$ cat config.mk
export PLATFORM = sky130hd
export DESIGN_NAME = credit_lookup_nram
export DESIGN_NICKNAME = d
export VERILOG_FILES = /design/src/rtl/credit_lookup_pkg.sv /design/src/rtl/cr_fifo_fwft.sv /design/src/rtl/credit_lookup_nram.sv
export SDC_FILE = /design/constraint.sdc
export NUM_CORES = 1
export LEC_CHECK = 0
export ABC_CLOCK_PERIOD_IN_PS = 2300
export BUFFER_PORTS_ARGS = -buffer_cell sky130_fd_sc_hd__buf_2
export CAP_MARGIN = 20
export CORE_ASPECT_RATIO = 1.75
export CORE_MARGIN = 5
export CORE_UTILIZATION = 35
export CTS_CLUSTER_DIAMETER = 60
export DETAILED_ROUTE_END_ITERATION = 10
export PLACE_DENSITY_LB_ADDON = 0.08
export SYNTH_ARGS = -nofsm -noshare
export SYNTH_HDL_FRONTEND = slang
export SYNTH_SLANG_ARGS = --single-unit
$ cat constraint.sdc
create_clock -name clk -period 2.3 [get_ports clk]
set_clock_uncertainty 0.05 [all_clocks]
set_input_delay 0.115 -clock clk [delete_from_list [all_inputs] [get_ports clk]]
set_output_delay 0.115 -clock clk [all_outputs]
set_load 0.03 [all_outputs]
$ cat src/rtl/credit_lookup_pkg.sv
// Shared types and helpers for the credit lookup engine: combine modes,
// per-beat combine function and credit counter sizing.
package credit_lookup_pkg;

    localparam int unsigned MAX_RAM = 8;
    localparam int unsigned MAX_DW  = 64;

    typedef enum logic [1:0] {
        MODE_SUM    = 2'd0,
        MODE_XOR    = 2'd1,
        MODE_SELECT = 2'd2
    } mode_e;

    typedef logic [MAX_RAM-1:0][MAX_DW-1:0] words_t;

    // Reserved encoding 3 folds onto SUM.
    function automatic mode_e decode_mode(input logic [1:0] tuser);
        case (tuser)
            2'd1:    return MODE_XOR;
            2'd2:    return MODE_SELECT;
            default: return MODE_SUM;
        endcase
    endfunction

    function automatic int unsigned credit_width(input int unsigned depth);
        return $clog2(depth) + 1;
    endfunction

    // Unused word slots must be zero so SUM/XOR can sweep all MAX_RAM entries.
    function automatic logic [MAX_DW-1:0] combine(input mode_e       mode,
                                                  input words_t      words,
                                                  input int unsigned num_ram,
                                                  input int unsigned sel);
        logic [MAX_DW-1:0] acc;
        acc = '0;
        case (mode)
            MODE_XOR: begin
                for (int unsigned i = 0; i < MAX_RAM; i++) acc = acc ^ words[i];
            end
            MODE_SELECT: begin
                for (int unsigned i = 0; i < MAX_RAM; i++) begin
                    if (i == sel && i < num_ram) acc = words[i];
                end
            end
            default: begin
                for (int unsigned i = 0; i < MAX_RAM; i++) acc = acc + words[i];
            end
        endcase
        return acc;
    endfunction

endpackage

$ cat src/rtl/cr_fifo_fwft.sv
// First-word-fall-through FIFO with sticky overflow flag; writes into a full
// FIFO are dropped.
module cr_fifo_fwft #(
    parameter int unsigned WIDTH = 8,
    parameter int unsigned DEPTH = 4
) (
    input  logic             i_clk,
    input  logic             i_rst,
    input  logic             i_wr_en,
    input  logic [WIDTH-1:0] i_wr_data,
    input  logic             i_rd_en,
    output logic [WIDTH-1:0] o_rd_data,
    output logic             o_full,
    output logic             o_empty,
    output logic             o_overflow
);

    localparam int unsigned PW = $clog2(DEPTH);

    logic [WIDTH-1:0] r_mem [DEPTH];
    logic [PW:0]      r_wr_ptr;
    logic [PW:0]      r_rd_ptr;
    logic             r_overflow;
    logic             w_full;
    logic             w_empty;
    logic             w_do_wr;
    logic             w_do_rd;

    // Extra pointer bit distinguishes full from empty.
    assign w_empty = (r_wr_ptr == r_rd_ptr);
    assign w_full  = (r_wr_ptr[PW] != r_rd_ptr[PW]) &&
                     (r_wr_ptr[PW-1:0] == r_rd_ptr[PW-1:0]);
    assign w_do_wr = i_wr_en & ~w_full;
    assign w_do_rd = i_rd_en & ~w_empty;

    always_ff @(posedge i_clk) begin
        if (w_do_wr) r_mem[r_wr_ptr[PW-1:0]] <= i_wr_data;
    end

    always_ff @(posedge i_clk or posedge i_rst) begin
        if (i_rst) begin
            r_wr_ptr   <= '0;
            r_rd_ptr   <= '0;
            r_overflow <= 1'b0;
        end else begin
            if (w_do_wr) r_wr_ptr <= r_wr_ptr + 1'b1;
            if (w_do_rd) r_rd_ptr <= r_rd_ptr + 1'b1;
            if (i_wr_en && w_full) r_overflow <= 1'b1;
        end
    end

    assign o_rd_data  = r_mem[r_rd_ptr[PW-1:0]];
    assign o_full     = w_full;
    assign o_empty    = w_empty;
    assign o_overflow = r_overflow;

endmodule

$ cat src/rtl/credit_lookup_nram.sv
// Credit-controlled parallel RAM lookup: one address per beat fans out to all
// read ports, returned words are combined per beat and queued in an FWFT FIFO.
module credit_lookup_nram
    import credit_lookup_pkg::*;
#(
    parameter int unsigned NUM_RAM    = 2,
    parameter int unsigned AW         = 8,
    parameter int unsigned DW         = 16,
    parameter int unsigned RD_LATENCY = 2,
    parameter int unsigned FIFO_DEPTH = 4,
    parameter int unsigned SELW       = (NUM_RAM > 1) ? $clog2(NUM_RAM) : 1
) (
    input  logic                      clk,
    input  logic                      reset_p,
    input  logic [AW+SELW-1:0]        in_tdata,
    input  logic [1:0]                in_tuser,
    input  logic                      in_tlast,
    input  logic                      in_tvalid,
    output logic                      in_tready,
    output logic [NUM_RAM-1:0]        ram_rd_en,
    output logic [NUM_RAM*AW-1:0]     ram_rd_addr,
    input  logic [NUM_RAM*DW-1:0]     ram_rd_data,
    output logic [DW-1:0]             out_tdata,
    output logic                      out_tlast,
    output logic                      out_tvalid,
    input  logic                      out_tready,
    output logic                      fifo_overflow,
    output logic [$clog2(FIFO_DEPTH):0] credit
);

    localparam int unsigned    CW         = credit_width(FIFO_DEPTH);
    localparam int unsigned    L          = RD_LATENCY;
    localparam logic [CW-1:0]  CREDIT_MAX = CW'(FIFO_DEPTH);

    logic            w_accept;
    logic            w_pop;
    logic [CW-1:0]   r_credit;
    logic [CW-1:0]   w_credit_nxt;
    logic [L-1:0]    r_vld;
    logic [L-1:0]    r_last;
    mode_e           r_mode [L];
    logic [SELW-1:0] r_sel  [L];
    words_t          w_words;
    logic [DW-1:0]   w_result;
    logic [DW:0]     w_fifo_rdata;
    logic            w_fifo_empty;
    logic            w_unused_full;

    // Ready depends on registered credit only, never on out_tready.
    assign in_tready   = ~reset_p & (r_credit != '0);
    assign w_accept    = in_tvalid & in_tready;
    assign w_pop       = out_tvalid & out_tready;
    assign ram_rd_en   = {NUM_RAM{w_accept}};
    assign ram_rd_addr = {NUM_RAM{in_tdata[AW-1:0]}};

    always_comb begin
        w_credit_nxt = r_credit;
        case ({w_accept, w_pop})
            2'b10:   if (r_credit != '0) w_credit_nxt = r_credit - 1'b1;
            2'b01:   if (r_credit != CREDIT_MAX) w_credit_nxt = r_credit + 1'b1;
            default: w_credit_nxt = r_credit;
        endcase
    end

    always_ff @(posedge clk or posedge reset_p) begin
        if (reset_p) r_credit <= CREDIT_MAX;
        else         r_credit <= w_credit_nxt;
    end

    always_ff @(posedge clk or posedge reset_p) begin
        if (reset_p) begin
            r_vld  <= '0;
            r_last <= '0;
            for (int unsigned i = 0; i < L; i++) begin
                r_mode[i] <= MODE_SUM;
                r_sel[i]  <= '0;
            end
        end else begin
            r_vld[0]  <= w_accept;
            r_last[0] <= in_tlast;
            r_mode[0] <= decode_mode(in_tuser);
            r_sel[0]  <= in_tdata[AW+SELW-1:AW];
            for (int unsigned i = 1; i < L; i++) begin
                r_vld[i]  <= r_vld[i-1];
                r_last[i] <= r_last[i-1];
                r_mode[i] <= r_mode[i-1];
                r_sel[i]  <= r_sel[i-1];
            end
        end
    end

    always_comb begin
        w_words = '0;
        for (int unsigned i = 0; i < NUM_RAM; i++) begin
            w_words[i][DW-1:0] = ram_rd_data[i*DW +: DW];
        end
        w_result = DW'(combine(r_mode[L-1], w_words, NUM_RAM, 32'(r_sel[L-1])));
    end

    cr_fifo_fwft #(
        .WIDTH (DW + 1),
        .DEPTH (FIFO_DEPTH)
    ) u_fifo (
        .i_clk      (clk),
        .i_rst      (reset_p),
        .i_wr_en    (r_vld[L-1]),
        .i_wr_data  ({r_last[L-1], w_result}),
        .i_rd_en    (w_pop),
        .o_rd_data  (w_fifo_rdata),
        .o_full     (w_unused_full),
        .o_empty    (w_fifo_empty),
        .o_overflow (fifo_overflow)
    );

    assign out_tvalid = ~w_fifo_empty;
    assign out_tdata  = w_fifo_rdata[DW-1:0];
    assign out_tlast  = w_fifo_rdata[DW];
    assign credit     = r_credit;

endmodule
Yosys cells after proc, flatten, opt, wreduce, memory -nomap -nowiden
Memories as Yosys holds them, arrays and structs flattened.
Cells that the tools add are included.
- flip-flop bits (word level): 20
- RAM bits: 68
- bits of input ports: 48
- output and inout port bits: 41
- memories: 1
- $add $sub $neg: 5
- equality and inequality tests: 12
- mux-type cells: 8
- bitwise logic cells: 9
- reduce and logical (&&, ||, !) cells: 5
- memories (name ; words ; bits a word ; read ports ; clocked after Yosys merged registers in ; wr ports ; RTL line ; source):
    u_fifo.r_mem ; 4 ; 17 ; 1 ; 0 ; 1 ; cr_fifo_fwft.sv:20 ; logic [WIDTH-1:0] r_mem [DEPTH];
- operators with widths (kind ; count):
    16-bit case mux with 2 select lines ; 1
    16-bit adder ; 1
    16-bit two-way mux ; 1
    16-bit XOR ; 1
    3-bit by 1-bit adder with 3-bit output (second input constant) ; 3
    2-bit by 1-bit == test with 1-bit output (second input constant) ; 3
    2-bit == test (second input constant) ; 3
    3-bit two-way mux ; 2
    3-bit case mux with 2 select lines ; 1
    1-bit AND ; 5
    2-bit inequality test (second input constant) ; 2
    2-bit case mux with 2 select lines ; 1
    3-bit == test ; 1
    3-bit inequality test (second input constant) ; 1
    1-bit NOT ; 3
    3-bit AND reduction ; 1
    3-bit nonzero test ; 1
    3-bit by 1-bit subtractor with 3-bit output (second input constant) ; 1
    2-bit == test ; 1
    1-bit logical AND ; 2
    1-bit two-way mux ; 2
    2-bit nonzero test ; 1
    1-bit inequality test ; 1

Logic depth before layout (Yosys ltp)
- word-level depth: 6
- mapped depth: 11
- depth with buffers taken out: 10

By module
From an unflattened synthesis, not the netlist that was laid out.
- cell total of the unflattened synthesis: 386
- area total of the unflattened synthesis: 4934.7 um^2
- by module, submodules not included (module ; instances ; cells an instance ; area an instance (um^2) ; sequential area each (um^2)):
    cr_fifo_fwft ; 1 ; 139 ; 2969.1 ; 2217.1
    credit_lookup_nram ; 1 ; 247 ; 1965.6 ; 326.6

Worst setup path after synthesis
Ideal clock, no wire load.
- path kind: register -> register
- start: register u_fifo.r_rd_ptr[0]
- end: register r_credit[2], in the netlist credit[2]
- arrival time: 2.263 ns
- required time: 2.165 ns
- path slack: -0.099 ns
- stages on the path, launching flop included: 11
- clock period less this slack: 2.399 ns
- path through: dfrtp_1 buf_2 xor2_1 or3_1 and2_1 ha_1 inv_1 fa_1 xnor2_1 nand2_1 xnor2_1
- cells in the longest elaborated chain, start to end: 6
- elaborated cells on any way between the ends: 10
- those cells by class: 5 x eq/ne; 1 x mux; 2 x bitwise; 2 x reduce/logical
- ends and longest elaborated chain (what ; RTL line ; source):
    start: declaration ; cr_fifo_fwft.sv:22 ; logic [PW:0] r_rd_ptr;
    start signal: assignment ; cr_fifo_fwft.sv:47 ; if (w_do_rd) r_rd_ptr <= r_rd_ptr + 1'b1;
    3-bit == test * ; cr_fifo_fwft.sv:30 ; assign w_empty = (r_wr_ptr == r_rd_ptr);
    1-bit NOT * ; credit_lookup_nram.sv:115 ; assign out_tvalid = ~w_fifo_empty;
    net out_tvalid ; credit_lookup_nram.sv:25 ; output logic out_tvalid,
    1-bit AND * ; credit_lookup_nram.sv:52 ; assign w_pop = out_tvalid & out_tready;
    2-bit by 1-bit == test with 1-bit output / 2-bit == test (equally long branches) ; credit_lookup_nram.sv:58 ; case ({w_accept, w_pop})
    2-bit inequality test (no line) / 2-bit nonzero test (equally long branches) ; -- ;
    3-bit AND reduction (no line) ; -- ;
    end signal: assignment ; credit_lookup_nram.sv:67 ; else r_credit <= w_credit_nxt;
    end: declaration ; credit_lookup_nram.sv:37 ; logic [CW-1:0] r_credit;
The timed path passes the listed nets; every way through them passes the cells marked *.
A chain may end at the register's enable or synchronous reset.

Worst setup path in the final report
- start: register u_fifo.r_wr_ptr[2]
- end: register r_credit[2], in the netlist credit[2]
- cells in the longest elaborated chain, start to end: 6
- elaborated cells on any way between the ends: 10
- those cells by class: 5 x eq/ne; 1 x mux; 2 x bitwise; 2 x reduce/logical
- ends and longest elaborated chain (what ; RTL line ; source):
    start: declaration ; cr_fifo_fwft.sv:21 ; logic [PW:0] r_wr_ptr;
    start signal: assignment ; cr_fifo_fwft.sv:46 ; if (w_do_wr) r_wr_ptr <= r_wr_ptr + 1'b1;
    3-bit == test * ; cr_fifo_fwft.sv:30 ;
    1-bit NOT * ; credit_lookup_nram.sv:115 ;
    1-bit AND * ; credit_lookup_nram.sv:52 ;
    2-bit by 1-bit == test with 1-bit output / 2-bit == test (equally long branches) ; credit_lookup_nram.sv:58 ;
    2-bit inequality test (no line) / 2-bit nonzero test (equally long branches) ; -- ;
    3-bit AND reduction (no line) ; -- ;
Mark *: on every way between the ends. The rest lies on a longest branch, timed or not.

==> results.cfg <==
[sta]
fin_crit_sh = 0.9310
rsz0062_at_grt = no
finalSetupTns_ns = 0
finalWorstPathRequiredPeriod_ns = 2.141
slew_headroom = 0.4872
drv_slew = 0
fmax_ghz = 0.4670
worst_slew_pin_slew_ns = 0.7684
hold_violations = 0
setup_viol = 0

[finish]
area_growth_pct = 19.79
antenna-diode-count = 0
final_cells = 593
drive_gt1_frac = 0.3842
fillers = 1294
fin_area_um2 = 5642
final_nets = 488

[pwr]
combPwrFrac = 0.401
seqPwrFrac = 0.364
power.density_nw_per_um2 = 1069
p_leak_nw = 2.242
swShare = 0.3584
power_mw = 6.029
vdd.ir_drop.worst_mv = 0.3877
clkPwrFrac = 0.235
p_sw_mw = 2.161
p_int_mw = 3.868

[clocking]
cts_tree = done
numCtsBuffers = 9
numClockSinks = 88
h-tree-depth = 3
ctsLongestPathBuffers = 2
clk_pin_slew_worst_paths_ns = 0.06
cts_root_buf = clkbuf_16
clk_latency_ns = 0.33

[synth]
yosys-mux-area-fraction = 0.1235
synth.avg_cell_area_um2 = 13.85
synthAdderAreaFrac = 0.07226
syn-num-nets = 414
synth_area_leaders = edfxtp_1 (43%), dfrtp_1 (10%), mux4_2 (8.1%)
synth_ff_type = edfxtp_1
synthSimpleGateAreaFrac = 0.06722
synth_xor_area_frac = 0.04277
ys_types = 54
synth_compound_area_frac = 0.09591
yosys.area.top_type = edfxtp_1
syn-cell-area_um2 = 4710
yosys.area.top_type_share = 0.4336
synth_top_family_by_area = multiplexers
ys_ff_latch = 88
synth_most_common_cell = edfxtp_1
ys_seq_area_frac = 0.5401
yosysWarnings = 0
synth_common_cells = edfxtp_1 (68), ha_1 (24), a21oi_1 (22), dfrtp_1 (19), nand2_1 (19)
synth-edff-count = 68
syn_inst = 340
synthArstFlopShare = 0.2273

[grt]
grt_pass1_wl_um = 16110
antenna_found_initial = 0
grt_start_max_net_pins = 23
gr-total-overflow = 0
grt_use_total = 0.1292
grt_pass1_vias = 3148

[route]
via_count = 2925
drc = 0
drt-total-wl_um = 10070
vias_per_cell = 4.933
avgRoutedWirePerCell_um = 16.98
drt_iter0_markers = 151
drt_pass1_iterations = 4
ant_nets = 0

[worst_setup_path]
crit_slowest_cell = dfrtp_1
arrival_ns = 2.35
r2r-end = credit[2]$_DFFE_PP1P_
start_kind = flop
cp_top_family = simple AND/OR/NAND/NOR gates
max_stage_delay_ns = 0.41
worstReg2RegStart = u_fifo.r_wr_ptr[2]$_DFFE_PP0P_
crit_start = u_fifo.r_wr_ptr[2]$_DFFE_PP0P_
required_ns = 2.51
path_class = reg -> reg
worstRegToRegCells = 11
cp-end-kind = flop
crit_fanout = 3
path_buf_inv = 2
cp_cell_sequence = xor2_2 -> or3_4 -> and2_4 -> buf_4 -> inv_2 -> ha_1 -> mux2i_1 -> nor3_2 -> nor2_2 -> nand2_1 -> xnor2_1
r2r_setup_slack_ns = 0.16

[hold_path]
holdPathStages = 3
min_to = r_vld[0]$_DFF_PP0_
min_from = in_tvalid
hold_path_class = in -> reg

[status]
status = complete, no violations

[floorplan]
ioPinCount = 89
placement_rows = 56
core_area_um2 = 13310
die_w_um = 97.69
dieArea_um2 = 15970
initial_core_util = 0.3538
die_y_um = 163.5

[placement]
io_buffers = 64
placed_cells = 569
gp_congestion = 0.7383
dpl_cell_area_um2 = 5229
dpl.hpwl_um = 7328

[flow_run]
cap_viol_max_count = 0
registers in the layout, summed over array words and instances, names as in the netlist:
name / cells
r_vld: 2
r_mode: 4
u_fifo.r_rd_ptr: 3
r_sel: 2
r_last: 2
u_fifo.r_mem: 68
u_fifo.o_overflow: 1
u_fifo.r_wr_ptr: 3
credit: 3
power by group through the flow:
stage | clock network [mW] | logic (mW) | registers (mW)
floorplan | 0 | 1.71 | 2.25
global placement | 0 | 2.39 | 2.20
detailed placement | 0 | 2.40 | 2.21
CTS | 1.46 | 2.42 | 2.18
global route | 1.52 | 2.66 | 2.23
finish | 1.41 | 2.42 | 2.20
routing by layer:
layer  share of wire  up-vias  track usage
met2            0.54       59       0.2367
met4           0.017        0      0.05482
li1                -     1425            -
met5               0        -            0
met1            0.41     1427       0.1478
met3           0.039       14      0.02094
how the worst max path moves through the flow:
stage	slack, ns	depth (start not counted)	to
6_report	0.16	11	credit[2]$_DFFE_PP1P_
4_1_cts	0.08	11	credit[2]$_DFFE_PP1P_
5_1_grt	0.03	11	credit[2]$_DFFE_PP1P_
2_1_floorplan	0.02	9	credit[1]$_DFFE_PP0P_
3_3_place_gp	-0.03	9	u_fifo.r_mem[0][14]$_DFFE_PP_
3_5_place_dp	-0.07	9	u_fifo.r_mem[1][14]$_DFFE_PP_
layout by cell type (no fill, tap or decap), types with 4 or more instances in the layout:
master,synthesis,layout
a21o_1,5,5
a21oi_1,22,22
a221oi_1,15,15
and3_1,4,4
buf_2,4,64
buf_4,18,25
clkbuf_16,0,10
dfrtp_1,19,18
dlygate4sd3_1,0,6
edfxtp_1,68,68
ha_1,24,23
inv_1,10,9
mux2_2,15,15
mux4_2,17,17
nand2_1,19,19
nor2_1,9,8
nor3_1,6,5
o21ai_0,10,10
xnor2_1,8,8
xor2_1,15,12
area by class of cell:
class / instances / area [um2] / share of cell area
Sequential cell: 88 / 2545 / 0.4511
Inverter: 10 / 37.54 / 0.006653
Clock buffer: 11 / 264.0 / 0.04680
Clock inverter: 5 / 37.54 / 0.006653
Tap cell: 174 / 217.7 / 0.03859
Timing Repair Buffer: 97 / 608.1 / 0.1078
Multi-Input combinational cell: 208 / 1932 / 0.3424
stage by stage:
stage / util / setup WS, ns / hold WS [ns]
6_report: 0.4238 / 0.1586 / 0.02155
5_1_grt: 0.4238 / 0.02647 / 0.05179
4_1_cts: 0.4199 / 0.08398 / 0.001303
3_5_place_dp: 0.3928 / -0.06786 / 0.1744
3_3_place_gp: 0.3928 / -0.03344 / 0.1731
2_1_floorplan: - / 0.02165 / 0.02809
logic make-up (layout without fill, tap and decap cells):
| logic type | count (synthesis) | count (layout) |
|---|---|---|
| and+or+nand+nor | 58 | 58 |
| DFF | 88 | 88 |
| xor gates and xnor gates | 23 | 23 |
| buffers and inverters | 44 | 123 |
| AOI/OAI and AO/OA | 66 | 66 |
| adders and majority gates | 26 | 26 |
| muxes | 35 | 35 |
what timing repair did:
| action | 4_1_cts | 5_1_grt |
|---|---|---|
| gates resized for setup | 0 | 9 |
| hold buffers | 6 | 0 |
| hold endpoints to repair | 23 | 0 |
| endpoints found under the setup margin | 0 | 3 |
| buffers inserted | 0 | 2 |
tightest hold or removal path, stage by stage:
cell and delay [ns]:
buf_2 0.07, nand2_1 0.06, inv_1 0.10
(Power assumes the default switching activity.)
